`src/rtl/qspi_flash_responder.sv`:
```
// qspi_flash_responder: read-only QSPI flash target (0x0B/0xBB/0xEB)
// with a clk-domain preload port and synchronised cs/sclk edge detect.

module qspi_flash_responder #(
  parameter int MEM_AW      = 8,
  parameter int SYNC_STAGES = 2
) (
  input  logic              clk,
  input  logic              reset,
  input  logic              cs,
  input  logic              sclk,
  input  logic [3:0]        sio_i,
  output logic [3:0]        sio_o,
  output logic [3:0]        sio_oe,
  input  logic              mem_we,
  input  logic [MEM_AW-1:0] mem_addr,
  input  logic [7:0]        mem_wdata,
  output logic              busy,
  output logic              cmd_err
);

  typedef enum logic [2:0] {
    S_IDLE,
    S_CMD,
    S_ADDR,
    S_DUMMY,
    S_DATA,
    S_IGNORE
  } state_e;

  typedef enum logic [1:0] {
    M_X1,
    M_X2,
    M_X4
  } mode_e;

  state_e state_q, state_d;
  mode_e  mode_q, mode_d, cmd_mode;

  logic [SYNC_STAGES-1:0] cs_sync_q, sclk_sync_q;
  logic                   cs_prev_q, sclk_prev_q;
  logic [SYNC_STAGES:0]   fill_q;
  logic                   armed_q;
  logic cs_s, sclk_s;
  logic cs_fall, cs_rise, sclk_rise, sclk_fall;

  logic [4:0]  cnt_q, cnt_d;
  logic [6:0]  cmd_q, cmd_d;
  logic [23:0] addr_q, addr_d, addr_nxt, addr_shift;
  logic [7:0]  sh_q, sh_d, sh_next;
  logic [7:0]  mem_cur, mem_nxt;
  logic [3:0]  sio_o_q, sio_o_d, oe_q, oe_d;
  logic [3:0]  oe_pat, lane_bits;
  logic        busy_q, busy_d, err_q, err_d;
  logic [7:0]  cmd_byte;
  logic        cmd_ok;
  logic [4:0]  addr_last, dmy_last, beat_last;

  logic [7:0] mem_q [2**MEM_AW];

  // cs/sclk synchronisers; armed_q blocks a fall until cs was seen high
  always_ff @(posedge clk) begin
    if (reset) begin
      cs_sync_q   <= '1;
      sclk_sync_q <= '0;
      cs_prev_q   <= 1'b1;
      sclk_prev_q <= 1'b0;
      fill_q      <= '0;
      armed_q     <= 1'b0;
    end else begin
      cs_sync_q   <= (cs_sync_q << 1) | SYNC_STAGES'(cs);
      sclk_sync_q <= (sclk_sync_q << 1) | SYNC_STAGES'(sclk);
      cs_prev_q   <= cs_s;
      sclk_prev_q <= sclk_s;
      fill_q      <= {fill_q[SYNC_STAGES-1:0], 1'b1};
      armed_q     <= armed_q | (fill_q[SYNC_STAGES] & cs_s);
    end
  end

  assign cs_s      = cs_sync_q[SYNC_STAGES-1];
  assign sclk_s    = sclk_sync_q[SYNC_STAGES-1];
  assign cs_fall   = armed_q & cs_prev_q & ~cs_s;
  assign cs_rise   = ~cs_prev_q & cs_s;
  assign sclk_rise = ~sclk_prev_q & sclk_s;
  assign sclk_fall = sclk_prev_q & ~sclk_s;

  always_ff @(posedge clk) begin
    if (mem_we && !busy_q) begin
      mem_q[mem_addr] <= mem_wdata;
    end
  end

  assign addr_nxt = addr_q + 24'd1;
  assign mem_cur  = mem_q[addr_q[MEM_AW-1:0]];
  assign mem_nxt  = mem_q[addr_nxt[MEM_AW-1:0]];

  always_comb begin
    cmd_byte = {cmd_q, sio_i[0]};
    cmd_ok   = 1'b1;
    cmd_mode = M_X1;
    unique case (1'b1)
      cmd_byte == 8'h0B: cmd_mode = M_X1;
      cmd_byte == 8'hBB: cmd_mode = M_X2;
      cmd_byte == 8'hEB: cmd_mode = M_X4;
      default:           cmd_ok   = 1'b0;
    endcase
  end

  // lane width dependent counts, shifts and drive patterns
  always_comb begin
    addr_last  = 5'd23;
    dmy_last   = 5'd7;
    beat_last  = 5'd7;
    oe_pat     = 4'b0010;
    addr_shift = {addr_q[22:0], sio_i[0]};
    lane_bits  = {2'b00, sh_q[7], 1'b0};
    sh_next    = {sh_q[6:0], 1'b0};
    case (mode_q)
      M_X2: begin
        addr_last  = 5'd11;
        dmy_last   = 5'd3;
        beat_last  = 5'd3;
        oe_pat     = 4'b0011;
        addr_shift = {addr_q[21:0], sio_i[1:0]};
        lane_bits  = {2'b00, sh_q[7:6]};
        sh_next    = {sh_q[5:0], 2'b00};
      end
      M_X4: begin
        addr_last  = 5'd5;
        dmy_last   = 5'd5;
        beat_last  = 5'd1;
        oe_pat     = 4'b1111;
        addr_shift = {addr_q[19:0], sio_i};
        lane_bits  = sh_q[7:4];
        sh_next    = {sh_q[3:0], 4'b0000};
      end
      default: ;
    endcase
  end

  always_ff @(posedge clk) begin
    if (reset) begin
      state_q <= S_IDLE;
    end else begin
      state_q <= state_d;
    end
  end

  always_comb begin
    state_d = state_q;
    if (cs_rise) begin
      state_d = S_IDLE;
    end else begin
      case (state_q)
        S_IDLE: begin
          if (cs_fall) state_d = S_CMD;
        end
        S_CMD: begin
          if (sclk_rise && cnt_q == 5'd7) begin
            state_d = cmd_ok ? S_ADDR : S_IGNORE;
          end
        end
        S_ADDR: begin
          if (sclk_rise && cnt_q == addr_last) begin
            state_d = S_DUMMY;
          end
        end
        S_DUMMY: begin
          if (sclk_rise && cnt_q == dmy_last) begin
            state_d = S_DATA;
          end
        end
        default: ;
      endcase
    end
  end

  always_comb begin
    cnt_d   = cnt_q;
    cmd_d   = cmd_q;
    addr_d  = addr_q;
    mode_d  = mode_q;
    sh_d    = sh_q;
    sio_o_d = sio_o_q;
    oe_d    = oe_q;
    busy_d  = busy_q;
    err_d   = 1'b0;
    if (cs_rise) begin
      busy_d  = 1'b0;
      oe_d    = 4'b0000;
      sio_o_d = 4'b0000;
    end else begin
      case (state_q)
        S_IDLE: begin
          if (cs_fall) begin
            busy_d = 1'b1;
            cnt_d  = 5'd0;
          end
        end
        S_CMD: begin
          if (sclk_rise) begin
            cmd_d = cmd_byte[6:0];
            cnt_d = cnt_q + 5'd1;
            if (cnt_q == 5'd7) begin
              cnt_d  = 5'd0;
              mode_d = cmd_mode;
              err_d  = ~cmd_ok;
            end
          end
        end
        S_ADDR: begin
          if (sclk_rise) begin
            addr_d = addr_shift;
            cnt_d  = (cnt_q == addr_last) ? 5'd0 : cnt_q + 5'd1;
          end
        end
        S_DUMMY: begin
          if (sclk_rise) begin
            cnt_d = cnt_q + 5'd1;
            if (cnt_q == dmy_last) begin
              cnt_d = 5'd0;
              sh_d  = mem_cur;
            end
          end
        end
        S_DATA: begin
          if (sclk_fall) begin
            oe_d    = oe_pat;
            sio_o_d = lane_bits;
            sh_d    = sh_next;
            cnt_d   = cnt_q + 5'd1;
            if (cnt_q == beat_last) begin
              cnt_d  = 5'd0;
              sh_d   = mem_nxt;
              addr_d = addr_nxt;
            end
          end
        end
        default: ;
      endcase
    end
  end

  always_ff @(posedge clk) begin
    if (reset) begin
      cnt_q   <= '0;
      cmd_q   <= '0;
      addr_q  <= '0;
      mode_q  <= M_X1;
      sh_q    <= '0;
      sio_o_q <= '0;
      oe_q    <= '0;
      busy_q  <= 1'b0;
      err_q   <= 1'b0;
    end else begin
      cnt_q   <= cnt_d;
      cmd_q   <= cmd_d;
      addr_q  <= addr_d;
      mode_q  <= mode_d;
      sh_q    <= sh_d;
      sio_o_q <= sio_o_d;
      oe_q    <= oe_d;
      busy_q  <= busy_d;
      err_q   <= err_d;
    end
  end

  // release the bus in the very cycle cs rise is seen
  assign sio_oe  = oe_q & {4{~cs_rise}};
  assign sio_o   = sio_o_q;
  assign busy    = busy_q;
  assign cmd_err = err_q;

endmodule

```
`config.mk`:
```
export PLATFORM = sky130hd
export DESIGN_NAME = qspi_flash_responder
export DESIGN_NICKNAME = d
export VERILOG_FILES = /design/src/rtl/qspi_flash_responder.sv
export SDC_FILE = /design/constraint.sdc
export NUM_CORES = 2
export LEC_CHECK = 0
export BUFFER_PORTS_ARGS = -buffer_cell sky130_fd_sc_hd__clkbuf_2
export CORE_MARGIN = 4
export CORE_UTILIZATION = 30
export DETAILED_ROUTE_END_ITERATION = 10
export PLACE_DENSITY_LB_ADDON = 0.05
export SLEW_MARGIN = 40
export SYNTH_ARGS = -nofsm -noshare
export SYNTH_HDL_FRONTEND = slang
export SYNTH_SLANG_ARGS = --single-unit
```
`constraint.sdc`:
```
create_clock -name clk -period 3.9 [get_ports clk]
set_input_delay 0.585 -clock clk [delete_from_list [all_inputs] [get_ports clk]]
set_output_delay 0.585 -clock clk [all_outputs]
set_load 0.05 [all_outputs]
```
Word-level counts from Yosys, hierarchy flattened --
Memory sizes are Yosys's and may differ from the RTL's. A register that Yosys moved wholly into a read port is not among the register bits. Index checks and enable logic that the tools add are counted.
Cells by class: add/subtract/negate cells 2, bitwise operators 19, reductions and logical operators 21, mux-type cells 39, equality and inequality tests 23
Operators with widths (count):
- $pmux W24 S2 | 2
- $mux W24 | 3
- $mux W8 | 6
- $mux W5 | 9
- $pmux W8 S2 | 2
- $pmux W5 S5 | 1
- $add A24 B1 Y24 const B | 1
- $ne A2 B2 Y1 const B | 10
- $eq A8 B8 Y1 const B | 2
- $pmux W4 S2 | 2
- $eq A5 B5 Y1 | 3
- $mux W3 | 5
- $reduce_and A5 Y1 | 3
- $pmux W3 S2 | 2
- $pmux W3 S4 | 1
- $pmux W5 S2 | 1
- $not A1 Y1 | 9
- $eq A8 B4 Y1 const B | 1
- $reduce_and A7 Y1 | 1
- $and A1 B1 Y1 | 6
- $eq A3 B2 Y1 const B | 2
- $add A5 B1 Y5 const B | 1
- $eq A5 B3 Y1 const B | 1
- $reduce_bool A5 Y1 | 1
- 20 further kinds | 29
Storage, ports and cells: memories 1, memory bits (writable) 2048, logic and storage cells 122, input bits 25, register bits 69
Memory list:
- mem_q | depth 256, bits a word 8, read ports 2, clocked after memory_dff 1, wr ports 1, RTL line 59 | logic [7:0] mem_q [2**MEM_AW];

Depth between registers and ports, before layout --
depth after elaboration 8, gate-level depth with buffers 15, mapped depth without buffers 10

Least setup slack after synthesis --
Ideal clock, no wire load.
kind reg-to-reg, start reg addr_q[1], end reg sh_q[2], arrival time 2.846 ns, buffers on the path 5, stages on the path, launching flop included 13, setup slack 0.933 ns, library setup time 0.121 ns, path through dfxtp_1 -> ha_1 -> buf_4 -> buf_4 -> buf_4 -> buf_2 -> buf_2 -> mux4_2 -> mux4_2 -> a31oi_1 -> a41oi_1 -> o211ai_1 -> a21oi_1
Between the ends: cells in the longest elaborated chain, start to end 5
RTL lines:
- start: declaration | RTL line 49 | logic [23:0] addr_q, addr_d, addr_nxt, addr_shift;
- start signal: assignment | RTL line 258 | addr_q <= addr_d;
- $add A24 B1 Y24 | RTL line 93 | assign addr_nxt = addr_q + 24'd1;
- $mem_v2 Z256 W8
- $mux W8 | RTL line 232 | if (cnt_q == beat_last) begin
- $mux W8 | RTL line 227 | if (sclk_fall) begin
- $pmux W8 S2 | RTL line 193 | case (state_q)
- end signal: assignment | RTL line 250 | sh_q <= '0;
- end signal: assignment | RTL line 260 | sh_q <= sh_d;
- end: declaration | RTL line 50 | logic [7:0] sh_q, sh_d, sh_next;
No other way between the ends. The select of a mux whose other input is x is not followed. A chain may end at the register's enable or synchronous reset.

==> run summary <==
The tools report the remaining number of nets flagged by the antenna check after routing as 0. The largest fanout on the critical path is 27. The number of buffers and inverters on the critical path is 2. Measured in cells, the most critical reg-to-reg path has a length of 11. Buffers placed on the I/O ports in this run total 34.

On the worst path, the slowest cell contributes a delay of 0.57 ns. TritonCTS built the clock tree. For the worst clock skew on the final layout, the log shows 0.0463 ns. In this run the vertical extent of the chip is 583 um.

The class of the tightest hold or removal check is in2reg. The initialized floorplan defines 210 standard-cell rows. During I/O placement, the number of pins put on the boundary was 35. Setup repair after global routing left no endpoint under its margin. The run gives 257 MHz as the maximum frequency from static timing analysis. The total count of hold-check failures in the final report came out at 0. The die covers 0.340 mm2. The logs give 0.0450 ns for the worst hold slack across all endpoints and 6403 for the post-layout net count. The number of maximum-capacitance violations is 0. The smallest setup slack after layout was 0.00971 ns; the internal portion of total power was 39.4 mW.

The cell count of the worst hold path is 1, and the leakage power figure is 36.9 nW. In this run the number of H-tree levels came out at 5. The later pin in the worst-skew pair is clocked with a latency of 0.92 ns.

The synthesized design contains 2108 register bits. For the core area, the log shows 0.328 mm2. The first global-routing pass estimated 591000 um of wire. The worst-case IR drop observed on VDD is 284 uV. The proportion of register bits with asynchronous set or reset after synthesis is 0, and the minimum clock period after layout is 3.89 ns. The tools report the proportion of power drawn by flip-flops and latches as 0.498. The share of layout cells above drive strength 1 is 0.361, and the logic gate share of total power is 0.016. The instance area after placement is 0.111 mm2, and the relative contribution of the clock network to total power is 0.487.

In the routed layout, each cell is associated on average with a via count of 5.80. The nature of the critical path startpoint was a register. The number of nets in the synthesized netlist is 5649. The congestion estimate from routability-driven global placement came to 0.885. The netlist uses 76 different library cells. The number of clock sinks seen by CTS is 2108, and the area added between synthesis and finish is 20.6%. STA classifies the critical path endpoint as a register.

Synthesis produced a netlist whose cell count is 5618. The critical path goes through buf_12 -> buf_4 -> mux4_2 -> mux2i_1 -> nor2_1 -> a21oi_1 -> o211ai_1 -> nor4_2 -> or4_1 -> o2111ai_1 -> o211a_1. The most used flip-flop cell after synthesis is sky130_fd_sc_hd__edfxtp_1. For the initial DRC count, the log shows 7572.

The longest clock path from root to sink contains 4 buffers. In this run the horizontal extent of the chip is 583 um. At the worst endpoint, the required time is 4.72 ns.

The final number of max-transition violations is 0. Post-layout utilization of the core: 0.364. Yosys mapped a number of flops with a built-in enable equal to 2048. Data on the critical path arrives at its endpoint at 4.71 ns.

Dividing total power by cell area gives a power density of 418 mW/mm2. The number of antenna violations at the first check in global routing is 32. Setup violations remaining at the end of the flow were counted as 0. For the part of the Yosys area used for sequential elements, the log shows 0.632.

The initial standard-cell utilization of the core is 0.302, and the number of warning messages in the yosys log is 0. After detailed routing, the total wire length is 441000 um. The wire length per cell after detailed routing was 40.3 um; the final routed DRC violation total was 0.

After routing the design area is 0.120 mm2. The highest-delay cell along the critical path was sky130_fd_sc_hd__mux4_2. The area of the mapped netlist was 0.0992 mm2. The run gives 264 as the number of clock buffers inserted by TritonCTS.

For the relative slew slack, the log shows 0.388. The leading cell type in the layout, fill and taps excluded is sky130_fd_sc_hd__edfxtp_1. The mean cell area of the mapped netlist is 17.7 um2.

For the total vias in the final route, the log shows 63.5k. The run gives 30.5k as the layout filler cell count. For the internal reg-to-reg setup slack, the log shows 0.01 ns. The logs give 63.3k for the via count of the first global-routing pass and 120 for the pin count of the biggest net entering global routing. The portion of the clock cycle consumed by the worst path in the final layout is 0.998. Ranked by total cell area, the synthesized netlist is headed by sky130_fd_sc_hd__edfxtp_1 (62%), sky130_fd_sc_hd__mux4_2 (23%), sky130_fd_sc_hd__nand2_1 (2.0%). sky130_fd_sc_hd__edfxtp_1 takes more of the synthesized area than any other cell. The area share of the largest cell type after synthesis was 0.620. In this design, the largest share of critical-path delay is due to compound AO/OA/AOI/OAI gates.

OpenSTA, run right after detailed placement, puts the worst setup slack at -0.318 ns. For the pin with the worst max-slew slack, the measured transition is 0.913 ns. The top cell types in the final layout, fill and taps aside, are sky130_fd_sc_hd__edfxtp_1 (2048), sky130_fd_sc_hd__mux4_2 (994), sky130_fd_sc_hd__buf_4 (768). The cell depth of the worst setup path is 11. The path type of the worst setup path was reg2reg.

The flow ran to the end, and the final reports show no timing, DRC or antenna violations. The analysis attributes to net switching a power of 10.6 mW. Clock transition at the registers of the reported paths: 0.06 ns. The switching portion of total power was 0.212; the residual overflow from global routing was 0. The run gives 307000 um as the post-DP HPWL. The tools report the library cell used as clock root buffer as sky130_fd_sc_hd__clkbuf_16. The run gives 6 as the iteration count of the initial detailed-routing pass. The global routing usage summed across all routing layers was 0.255.
## Yosys cell counts, types with 8 or more instances
cell type,instances
sky130_fd_sc_hd__clkbuf_1,136
sky130_fd_sc_hd__mux4_2,994
sky130_fd_sc_hd__a31oi_1,53
sky130_fd_sc_hd__inv_1,14
sky130_fd_sc_hd__o22ai_1,72
sky130_fd_sc_hd__buf_4,99
sky130_fd_sc_hd__xor2_1,10
sky130_fd_sc_hd__xnor2_1,8
sky130_fd_sc_hd__a221oi_1,22
sky130_fd_sc_hd__a22oi_1,131
sky130_fd_sc_hd__nor2b_1,44
sky130_fd_sc_hd__and2_1,17
sky130_fd_sc_hd__o211ai_1,19
sky130_fd_sc_hd__a21oi_1,130
sky130_fd_sc_hd__nand3_1,138
sky130_fd_sc_hd__nand2b_1,13
sky130_fd_sc_hd__dfxtp_1,60
sky130_fd_sc_hd__a311oi_1,15
sky130_fd_sc_hd__a2111oi_0,8
sky130_fd_sc_hd__nor3_1,35
sky130_fd_sc_hd__edfxtp_1,2048
sky130_fd_sc_hd__nand2_1,520
sky130_fd_sc_hd__a211oi_1,24
sky130_fd_sc_hd__a32oi_1,18
sky130_fd_sc_hd__o21ai_0,71
sky130_fd_sc_hd__o221ai_1,12
sky130_fd_sc_hd__and3_1,23
sky130_fd_sc_hd__nor2_1,357
sky130_fd_sc_hd__buf_2,159
sky130_fd_sc_hd__nor4_1,19
sky130_fd_sc_hd__buf_1,19
sky130_fd_sc_hd__o2111ai_1,11
sky130_fd_sc_hd__mux2i_1,122
sky130_fd_sc_hd__or2_2,9
sky130_fd_sc_hd__nand4_1,51
sky130_fd_sc_hd__buf_6,28
sky130_fd_sc_hd__a22o_1,13
## final cells by class
class | count | area [um2] | area share
sequential | 2108 | 62700 | 0.524
multi-input combinational | 3049 | 34300 | 0.287
timing repair buffer | 934 | 8660 | 0.0724
clock buffer | 329 | 7120 | 0.0595
tap | 4346 | 5440 | 0.0455
clock inverter | 132 | 1250 | 0.0104
inverter | 15 | 60.1 | 0.000502
antenna | 18 | 45.0 | 0.000377
## worst register-to-register path, cell delays in order (launching register included)
cell and delay, ns:
sky130_fd_sc_hd__dfxtp_4 0.55, sky130_fd_sc_hd__buf_12 0.35, sky130_fd_sc_hd__buf_4 0.31, sky130_fd_sc_hd__mux4_2 0.57, sky130_fd_sc_hd__mux2i_1 0.24, sky130_fd_sc_hd__nor2_1 0.09
sky130_fd_sc_hd__a21oi_1 0.48, sky130_fd_sc_hd__o211ai_1 0.34, sky130_fd_sc_hd__nor4_2 0.43, sky130_fd_sc_hd__or4_1 0.18, sky130_fd_sc_hd__o2111ai_1 0.11, sky130_fd_sc_hd__o211a_1 0.14
## logic make-up (layout without fill, tap and decap cells)
group,count (synthesis),count (layout),synth area share
AOI/OAI and AO/OA,645,645,0.0441
xor gates and xnor gates,19,19,0.00175
adders and majority gates,6,6,0.000757
buffers and inverters,461,1410,0.0257
DFF,2108,2108,0.632
muxes,1130,1130,0.241
other,0,18,0
and+or+nand+nor,1249,1249,0.0548
## power groups by stage
stage	registers (mW)	logic (mW)	clock network (mW)
3_3_place_gp	25.4	0.760	0
5_1_grt	24.9	0.811	25.9
6_report	24.9	0.777	24.3
2_1_floorplan	25.4	0.110	0
4_1_cts	24.9	0.778	25.0
3_5_place_dp	25.4	0.778	0
## metrics by stage
stage	total power, mW	setup TNS, ns	cells
after global placement	26.1	-2.49	10433
after floorplan	25.5	0	5618
final	50.0	0	10931
after CTS	50.6	-0.0834	10909
after detailed placement	26.2	-0.728	10445
after global routing	51.6	0	10917
## routing by layer
layer	track usage	up-vias	share of wire
li1	-	25103	-
met1	0.365	34999	0.44
met2	0.392	2746	0.46
met3	0.0452	597	0.068
met4	0.0839	8	0.034
met5	0	-	0.00012
## path summary, 6_finish.rpt
kind                 from      endpoint
min          mem_wdata[4]  mem_q[44][4]
min reg2reg  cs_sync_q[0]  cs_sync_q[1]
max              register       sh_q[1]
max reg2reg      register       sh_q[1]
## registers in the layout (all words and copies together) (netlist names), named ones only
register and flops:
cs_prev_q 1, cnt_q 5, cmd_q 7, sclk_prev_q 1
addr_q 8, mode_q 2, sio_o 4, mem_q 2048
cmd_err 1, sclk_sync_q 2, state_q 3, cs_sync_q 2
fill_q 3, armed_q 1, oe_q 3, busy 1
sh_q 8
## what timing repair did
action | CTS | global route
gates resized for setup | 5 | 6
buffers inserted | 1 | 4
pin swaps | 0 | 2
gates cloned | 0 | 0
hold buffers | 2 | 0
endpoints found under the setup margin | 5 | 6
hold endpoints to repair | 2 | 0
(Power assumes the default switching activity.)
